**src/rtl/vec_pkg.sv**
```systemverilog
// Shared types and defaults for the vector issue queue: issue-state encoding,
// entry field widths and default sizing.
package vec_pkg;

  localparam int VEC_DEPTH_DEFAULT         = 8;
  localparam int VEC_FREEZE_MARGIN_DEFAULT = 2;
  localparam int VEC_INST_W_DEFAULT        = 32;
  localparam int VEC_SV_W                  = 1;
  localparam int VEC_SCALAR_W              = 32;

  typedef enum logic [1:0] {
    IQ_IDLE      = 2'd0,
    IQ_ISSUE     = 2'd1,
    IQ_WAIT_DONE = 2'd2
  } iq_state_e;

  // Two-bit counter increment that sticks at 3.
  function automatic logic [1:0] sat_inc2(input logic [1:0] v);
    return (v == 2'd3) ? 2'd3 : v + 2'd1;
  endfunction

endpackage

```
**src/rtl/vec_iq_fifo.sv**
```systemverilog
// Synchronous FIFO with push/pop/count and no bypass: a pushed word is only
// visible at the head from the cycle after the push.
module vec_iq_fifo #(
  parameter int DEPTH = 8,
  parameter int W     = 65,
  localparam int AW   = $clog2(DEPTH)
) (
  input  logic          clk_i,
  input  logic          rst_ni,
  input  logic          push_i,
  input  logic [W-1:0]  data_i,
  input  logic          pop_i,
  output logic [W-1:0]  data_o,
  output logic [AW:0]   count_o,
  output logic          full_o,
  output logic          empty_o
);

  logic [W-1:0]  mem_q [DEPTH];
  logic [AW-1:0] wr_ptr_q, wr_ptr_d;
  logic [AW-1:0] rd_ptr_q, rd_ptr_d;
  logic [AW:0]   count_q, count_d;
  logic          do_push, do_pop;

  assign full_o  = (count_q == (AW+1)'(DEPTH));
  assign empty_o = (count_q == '0);
  assign do_push = push_i & ~full_o;
  assign do_pop  = pop_i & ~empty_o;

  // DEPTH is a power of two, so the pointers wrap on their own.
  always_comb begin
    wr_ptr_d = wr_ptr_q;
    rd_ptr_d = rd_ptr_q;
    count_d  = count_q;
    if (do_push) wr_ptr_d = wr_ptr_q + AW'(1);
    if (do_pop)  rd_ptr_d = rd_ptr_q + AW'(1);
    count_d = count_q + {{AW{1'b0}}, do_push} - {{AW{1'b0}}, do_pop};
  end

  always_ff @(posedge clk_i or negedge rst_ni) begin
    if (!rst_ni) begin
      wr_ptr_q <= '0;
      rd_ptr_q <= '0;
      count_q  <= '0;
    end else begin
      wr_ptr_q <= wr_ptr_d;
      rd_ptr_q <= rd_ptr_d;
      count_q  <= count_d;
    end
  end

  always_ff @(posedge clk_i) begin
    if (do_push) mem_q[wr_ptr_q] <= data_i;
  end

  assign data_o  = mem_q[rd_ptr_q];
  assign count_o = count_q;

endmodule

```
**src/rtl/vector_issue_queue.sv**
```systemverilog
// Vector issue queue: buffers EX-stage vector ops and issues them one at a time
// to the VXU, driving the fetch throttle. Optional macro: VEC_IQ_OVF_CHECK_EN.
module vector_issue_queue
  import vec_pkg::*;
#(
  parameter int DEPTH         = VEC_DEPTH_DEFAULT,
  parameter int INST_W        = VEC_INST_W_DEFAULT,
  parameter int FREEZE_MARGIN = VEC_FREEZE_MARGIN_DEFAULT,
  localparam int CW           = $clog2(DEPTH) + 1
) (
  input  logic                    CLK,
  input  logic                    RST_N,
  input  logic                    vec_valid_in,
  input  logic [INST_W-1:0]       vec_inst_in,
  input  logic                    vec_sv_in,
  input  logic [VEC_SCALAR_W-1:0] vec_scalar_in,
  input  logic                    flush_in,
  output logic                    exu_valid_out,
  output logic [INST_W-1:0]       exu_inst_out,
  output logic                    exu_sv_out,
  output logic [VEC_SCALAR_W-1:0] exu_scalar_out,
  input  logic                    exu_ready_in,
  input  logic                    exu_done_in,
  output logic                    Vector__Stall,
  output logic                    Vector__freeze,
  output logic [1:0]              Vector_release_counter,
  output logic                    ovf_err,
  output logic [1:0]              dbg_state_o,
  output logic [CW-1:0]           dbg_count_o
);

  localparam int ENTRY_W = INST_W + VEC_SV_W + VEC_SCALAR_W;
  localparam logic [CW-1:0] DEPTH_C  = CW'(DEPTH);
  localparam logic [CW-1:0] MARGIN_C = CW'(FREEZE_MARGIN);

  iq_state_e          state_q, state_d;
  logic [1:0]         rel_q, rel_d;
  logic               push, pop;
  logic               fifo_full, fifo_empty;
  logic [CW-1:0]      fifo_count;
  logic [ENTRY_W-1:0] head;
  logic               stall;

  // Valid/ready: exu_valid_out rises in ISSUE and the head payload is held
  // stable until exu_ready_in is seen high on a rising edge; that edge pops.
  assign push = vec_valid_in & ~flush_in & ~fifo_full;

  vec_iq_fifo #(
    .DEPTH (DEPTH),
    .W     (ENTRY_W)
  ) u_fifo (
    .clk_i   (CLK),
    .rst_ni  (RST_N),
    .push_i  (push),
    .data_i  ({vec_inst_in, vec_sv_in, vec_scalar_in}),
    .pop_i   (pop),
    .data_o  (head),
    .count_o (fifo_count),
    .full_o  (fifo_full),
    .empty_o (fifo_empty)
  );

  always_ff @(posedge CLK or negedge RST_N) begin
    if (!RST_N) begin
      state_q <= IQ_IDLE;
      rel_q   <= 2'd0;
    end else begin
      state_q <= state_d;
      rel_q   <= rel_d;
    end
  end

  always_comb begin
    state_d = state_q;
    pop     = 1'b0;
    unique case (state_q)
      IQ_IDLE:      if (!fifo_empty) state_d = IQ_ISSUE;
      IQ_ISSUE: begin
        if (exu_ready_in) begin
          pop     = 1'b1;
          state_d = IQ_WAIT_DONE;
        end
      end
      IQ_WAIT_DONE: if (exu_done_in) state_d = IQ_IDLE;
      default:      state_d = IQ_IDLE;
    endcase
  end

  assign stall = (fifo_count != '0) | (state_q != IQ_IDLE);

  // Stall is registered state, so the clear lands one cycle after it falls.
  always_comb begin
    rel_d = rel_q;
    if (!stall) begin
      rel_d = 2'd0;
    end else if (state_q == IQ_WAIT_DONE && exu_done_in) begin
      rel_d = sat_inc2(rel_q);
    end
  end

  assign exu_valid_out  = (state_q == IQ_ISSUE);
  assign exu_inst_out   = exu_valid_out ? head[ENTRY_W-1 -: INST_W] : '0;
  assign exu_sv_out     = exu_valid_out ? head[VEC_SCALAR_W] : 1'b0;
  assign exu_scalar_out = exu_valid_out ? head[VEC_SCALAR_W-1:0] : '0;

  assign Vector__Stall          = stall;
  assign Vector__freeze         = (DEPTH_C - fifo_count) <= MARGIN_C;
  assign Vector_release_counter = rel_q;
  assign dbg_state_o            = state_q;
  assign dbg_count_o            = fifo_count;

`ifdef VEC_IQ_OVF_CHECK_EN
  logic drop;
  logic ovf_q;

  assign drop = vec_valid_in & ~flush_in & fifo_full;

  always_ff @(posedge CLK or negedge RST_N) begin
    if (!RST_N)    ovf_q <= 1'b0;
    else if (drop) ovf_q <= 1'b1;
  end

  always @(posedge CLK) begin
    if (RST_N && drop) $error("vector_issue_queue: enqueue dropped on full queue");
  end

  assign ovf_err = ovf_q;
`else
  assign ovf_err = 1'b0;
`endif

endmodule

```
**config.mk**
```make
export PLATFORM = sky130hd
export DESIGN_NAME = vector_issue_queue
export DESIGN_NICKNAME = d
export VERILOG_FILES = /design/src/rtl/vec_pkg.sv /design/src/rtl/vec_iq_fifo.sv /design/src/rtl/vector_issue_queue.sv
export SDC_FILE = /design/constraint.sdc
export NUM_CORES = 1
export LEC_CHECK = 0
export CAP_MARGIN = 25
export CORE_MARGIN = 5
export CORE_UTILIZATION = 53
export DETAILED_ROUTE_END_ITERATION = 6
export PLACE_DENSITY = 0.75
export SYNTH_ARGS = -nofsm -noshare
export SYNTH_HDL_FRONTEND = slang
export SYNTH_SLANG_ARGS = --single-unit
```
**constraint.sdc**
```tcl
create_clock -name CLK -period 7.7 [get_ports CLK]
set_input_delay 1.54 -clock CLK [delete_from_list [all_inputs] [get_ports CLK]]
set_output_delay 1.54 -clock CLK [all_outputs]
set_load 0.02 [all_outputs]
```
# Yosys cells after proc, flatten, opt, wreduce, memory -nomap -nowiden
# Memories as Yosys holds them, arrays and structs flattened.
# Cells that the tools add are included.
dict set report word_totals {
  register_bits 14
  mem_bits_rw 520
  inputBits 71
  out_inout_bits 77
  elab_cells 49
  mem_count 1
}
dict set report op_classes {
  add_sub_neg 6
  n_lt_le_gt_ge 1
  n_eq_ne 8
  n_mux 14
  n_bitwise 8
  n_reduce_logical 6
}
# name depth word_bits read_ports rd_clocked_by_memory_dff write_ports line_no
set mem_list {}
lappend mem_list {u_fifo.mem_q 8 65 1 0 1 vec_iq_fifo.sv:19} ;# logic [W-1:0] mem_q [DEPTH];
# cell count
set op_table {}
lappend op_table {{32-bit 2-to-1 mux} 2}
lappend op_table {{2-bit 2-to-1 mux} 6}
lappend op_table {{3-bit by 1-bit adder with 3-bit output, second input constant} 2}
lappend op_table {{2-bit case mux with 3 select lines} 1}
lappend op_table {{1-bit 2-to-1 mux} 5}
lappend op_table {{4-bit by 1-bit adder with 4-bit output} 1}
lappend op_table {{1-bit AND} 4}
lappend op_table {{2-bit == test, second input constant} 2}
lappend op_table {{4-bit == test, second input constant} 1}
lappend op_table {{4-bit by 2-bit <= comparator with 1-bit output, second input constant} 1}
lappend op_table {{4-bit logical NOT} 1}
lappend op_table {{2-bit by 1-bit inequality test with 1-bit output, second input constant} 2}
lappend op_table {{2-bit inequality test, second input constant} 2}
lappend op_table {{4-bit nonzero test} 1}
lappend op_table {{4-bit by 1-bit subtractor with 4-bit output} 1}
lappend op_table {{4-bit subtractor, first input constant} 1}
lappend op_table {{1-bit inverter} 3}
lappend op_table {{3-bit AND reduction} 1}
lappend op_table {{2-bit by 1-bit adder with 2-bit output, second input constant} 1}
lappend op_table {{2-bit by 1-bit == test with 1-bit output, second input constant} 1}
lappend op_table {{2-bit logical NOT} 1}
lappend op_table {{2-bit nonzero test} 1}
lappend op_table {{1-bit logical AND} 1}
lappend op_table {{1-bit bitwise OR} 1}

# Logic depth before layout (Yosys ltp)
dict set report logic_depth {
  word_depth 6
  ltp_mapped 11
}

# Modules after synthesis
# From an unflattened synthesis, not the netlist that was laid out.
dict set report unflattened {
  hier_cells 912
  hier_area_um2 20847.5
}
# mod n_inst cells_each area_per_inst_um2 seq_area_each_um2
set by_module_without_submodules {}
lappend by_module_without_submodules {vec_iq_fifo 1 809 20095.5 15865.2}
lappend by_module_without_submodules {vector_issue_queue 1 103 752.0 100.1}

# Least setup slack after synthesis
# OpenSTA, ideal clock, no wires.
dict set report synth_path {
  kind {in2reg}
  start {input port vec_valid_in}
  end {memory u_fifo.mem_q[2][0], enable pin}
  setup_ps 649
  t_arrival_ps 8386
  t_required_ps 7051
  setup_slack_ps -1336
  path_stages 4
  n_path_buf 1
  cell_sequence {inv_1 a211oi_1 clkbuf_1 nor4bb_1}
}
dict set report synth_via {
  elab_chain_cells 5
}
# item line_no
set synth_lines {}
lappend synth_lines {{start, declared} vector_issue_queue.sv:13} ;# input logic vec_valid_in,
lappend synth_lines {{1-bit AND (2 in a row)} vector_issue_queue.sv:46} ;# assign push = vec_valid_in & ~flush_in & ~fifo_full;
lappend synth_lines {{1-bit AND} vec_iq_fifo.sv:27} ;# assign do_push = push_i & ~full_o;
lappend synth_lines {{named net u_fifo.do_push} vec_iq_fifo.sv:23} ;# logic do_push, do_pop;
lappend synth_lines {{1-bit 2-to-1 mux} vec_iq_fifo.sv:53} ;# if (do_push) mem_q[wr_ptr_q] <= data_i;
lappend synth_lines {{1-bit 2-to-1 mux (implied by the code)} vec_iq_fifo.sv:53}
lappend synth_lines {{end, declared} vec_iq_fifo.sv:19}
# The timed path passes the listed nets, and every way through them passes these cells.

# Final worst setup path
dict set report layout_path {
  start {register u_fifo.rd_ptr_q[1]}
  end {output port exu_scalar_out[31]}
}
dict set report layout_via {
  elab_chain_cells 2
}
# item line_no
set layout_lines {}
lappend layout_lines {{start, declared} vec_iq_fifo.sv:21} ;# logic [AW-1:0] rd_ptr_q, rd_ptr_d;
lappend layout_lines {{start signal, assigned} vec_iq_fifo.sv:47} ;# rd_ptr_q <= rd_ptr_d;
lappend layout_lines {{memory 8 x 65 bit} -}
lappend layout_lines {{32-bit 2-to-1 mux} vector_issue_queue.sv:104} ;# assign exu_scalar_out = exu_valid_out ? head[VEC_SCALAR_W-1:0] : '0;
lappend layout_lines {{end, declared} vector_issue_queue.sv:21} ;# output logic [VEC_SCALAR_W-1:0] exu_scalar_out,
# Every way passes these cells.

==> flow_summary.yaml <==
sta:
  setup_tns_ns: 0
  hold_viol_final: 0
  tightest_slew_ns: 0.986
  max_freq_mhz: 193
  finalSetupViolCount: 0
  period_share: 0.675
  fin_skew_ns: 0.0127
  slew_viol_final: 0
  slew_headroom: 0.343
  rsz0062_at_grt: "false"
  min_period_ns: 5.19
global_routing:
  grt_max_degree: 89
  antenna_found_initial: 5
  grt_pass1_vias: 10700
  overflow: 0
  grt_pass1_wl_um: 62500
  grtUsageTotal: 0.185
job:
  cap_viol_max_count: 0
critical_path:
  r2r-start: "u_fifo.count_o[1]"
  critPathArrivalTime_ns: 3.65
  crit_chain: "buf_4, mux2i_1, o22ai_1, or2_1, clkdlybuf4s50_1"
  crit_slowest_cell: "dfrtp_4"
  required_ns: 6.16
  worst_setup_path_end_kind: "primary output"
  critPathBufInv: 2
  critPathMaxStageDelay_ns: 1.06
  critPathKind: "reg2out"
  cp_num_cells: 5
  cp_max_fo: 55
  timing.rr.end: "u_fifo.mem_q[3][57]"
  cp-start-kind: "register"
  ff2ff_path_depth: 6
  critical-path-top-delay-family: "buffers and inverters"
  regToRegSetupSlack_ns: 4.70
logic_synthesis:
  synthDistinctLibCells: 39
  synth-edff-count: 520
  ys_seq_area_frac: 0.772
  synth-seq-cells: 534
  avgSynthCellArea_um2: 18.4
  synthCells: 1122
  synth_top_flop_cell: "edfxtp_1"
  yosysWarnings: 0
  syn_area_um2: 20700
  syn_nets: 1205
  async_reset_ff_frac: 0.0262
floorplanning:
  dieArea_um2: 43000
  ios: 148
  rows: 72
  start_util: 0.535
  chipHeight_um: 207
  fp.coreArea_um2: 38600
  die_w_um: 207
clocking:
  clk_pin_slew_ns: 0.06
  cts_setup_buffers: 0
  cts_tree: "yes"
  post_cts_resized: 0
  cts.sinks: 534
  htreeDepth: 2
  clockBufferDepth: 3
  insertion_delay_ns: 0.56
  hold_buffers: 0
  cts_root_buf: "clkbuf_16"
  numCtsBuffers: 51
pwr:
  pwr_density_cell_nw_per_um2: 364
  leakage_nw: 8.54
  vdd_drop_max_v: 0.000242
  power_mw: 8.87
route:
  drc: 0
  routedWlPerCell_um: 22.1
  ant_nets: 0
  num_vias: 10400
  routed_via_density: 5.65
  drt_iter0_drc: 691
  drt-total-wl_um: 40600
  drt_pass1_iterations: 5
place:
  gp_congestion: 0.732
  dp_hpwl_um: 21700
  port_buffers: 146
final_layout:
  drive_gt1_frac: 0.0744
  area_delta_synth_final_pct: 18.0
  fin_nets: 1360
hold_path:
  worstHoldStart: "Vector_release_counter[0]"
  hold_path_depth: 2
  hold_class: "reg2reg"
  min_to: "Vector_release_counter[0]"
status:
  status: "complete, no violations"
-- cell families after synthesis --
family / count (synthesis) / share of synthesized area
adder cells (fa/ha/maj): 12 / 0.00763
XOR/XNOR: 7 / 0.00297
buffers and inverters: 75 / 0.0181
flip-flops: 534 / 0.772
AND/OR/NAND/NOR: 87 / 0.0279
AO/OA/AOI/OAI: 144 / 0.0437
other: 1 / 0.000181
multiplexers: 262 / 0.127
-- state kept, by name (all words and copies together), names as in the netlist --
register,flops
u_fifo.wr_ptr_q,3
u_fifo.count_o,4
Vector_release_counter,2
u_fifo.rd_ptr_q,3
dbg_state_o,2
u_fifo.mem_q,520
-- worst max-delay path by stage --
stage	start	endpoint	slack (ns)
after floorplan	vec_valid_in	u_fifo.mem_q[2][0]	1.23
final	u_fifo.rd_ptr_q[1]	exu_scalar_out[31]	2.51
after CTS	u_fifo.rd_ptr_q[1]	exu_scalar_out[31]	2.45
after global routing	u_fifo.rd_ptr_q[1]	exu_scalar_out[31]	2.35
after detailed placement	u_fifo.rd_ptr_q[1]	exu_scalar_out[17]	3.09
after global placement	u_fifo.rd_ptr_q[1]	exu_scalar_out[16]	3.18
-- layer usage --
| layer | track usage | vias up | routed length (um) |
|---|---|---|---|
| met2 | 0.311 | 282 | 20200 |
| met4 | 0.0549 | 6 | 1030 |
| met5 | 0 | - | 39 |
| li1 | - | 4789 | - |
| met1 | 0.247 | 5219 | 17200 |
| met3 | 0.0364 | 83 | 2080 |
-- area by class of cell --
class                   instances  area, um^2
clock inverters                25         238
multi-input cells             513        4410
repair buffers                163        1670
inverters                      14        52.6
fillers                      2644       14300
clock buffers                  69        1390
diodes                          2        5.00
flip-flops and latches        534       16000
well taps                     518         648
-- cell usage after synthesis, types with 2 or more instances --
cell type | instances | area [um^2]
buf_1 | 7 | 26.3
edfxtp_1 | 520 | 15600
inv_1 | 11 | 41.3
o21ai_0 | 2 | 10.0
dfrtp_1 | 14 | 350
nor4bb_1 | 2 | 20.0
or2_1 | 65 | 407
and4b_1 | 3 | 30.0
mux2i_1 | 260 | 2600
xor2_1 | 3 | 26.3
inv_2 | 3 | 11.3
xnor2_1 | 4 | 35.0
clkbuf_1 | 19 | 71.3
nand4b_1 | 2 | 17.5
nand2_1 | 3 | 11.3
buf_6 | 7 | 78.8
buf_4 | 2 | 15.0
a211oi_1 | 3 | 22.5
nor2_1 | 2 | 7.51
buf_2 | 26 | 130
mux2_1 | 2 | 22.5
o22ai_1 | 131 | 820
ha_1 | 11 | 138
nor2b_1 | 2 | 12.5
nand4bb_1 | 2 | 22.5
a31oi_1 | 2 | 12.5
a21oi_1 | 2 | 10.0
-- tightest hold or removal path, delay by kind of cell, from the launching register on --
kind	cells	cell delay, ns
AOI/OAI and AO/OA	2	0.18
DFF	1	0.40
-- cells in the final DEF (no fill, tap or decap), drive strengths merged, types with 2 or more instances in the layout --
master | synthesis | layout
a211oi | 3 | 3
a21oi | 2 | 2
a31oi | 2 | 2
and4b | 3 | 3
buf | 42 | 17
bufinv | 0 | 5
clkbuf | 19 | 69
clkdlybuf4s50 | 0 | 146
clkinv | 0 | 19
dfrtp | 14 | 14
diode | 0 | 2
edfxtp | 520 | 520
ha | 11 | 11
inv | 14 | 14
mux2 | 2 | 2
mux2i | 260 | 260
nand2 | 3 | 3
nand4b | 2 | 2
nand4bb | 2 | 2
nor2 | 2 | 2
nor2b | 2 | 2
nor4bb | 2 | 2
o21ai | 3 | 3
o22ai | 131 | 131
or2 | 65 | 65
xnor2 | 4 | 4
xor2 | 3 | 3
-- power by group --
part           internal, mW  leakage [nW]  switching, mW
Clock                  1.42         0.789           1.00
Sequential             3.45          4.86          0.187
Combinational          1.27          2.90           1.53
Total                  6.15          8.54           2.72
-- per-stage QoR --
step	worst slack [ns]	util	cell area [um^2]	hold WS, ns	cells
finish	2.51	0.631	24400	0.610	1838
global route	2.35	0.631	24400	0.652	1837
CTS	2.45	0.630	24400	0.600	1835
detailed placement	3.09	0.588	22700	0.591	1741
global placement	3.18	0.587	22700	0.558	1739
floorplan	1.23	-	20700	0.500	1122
Power figures use the tool's default switching activity.
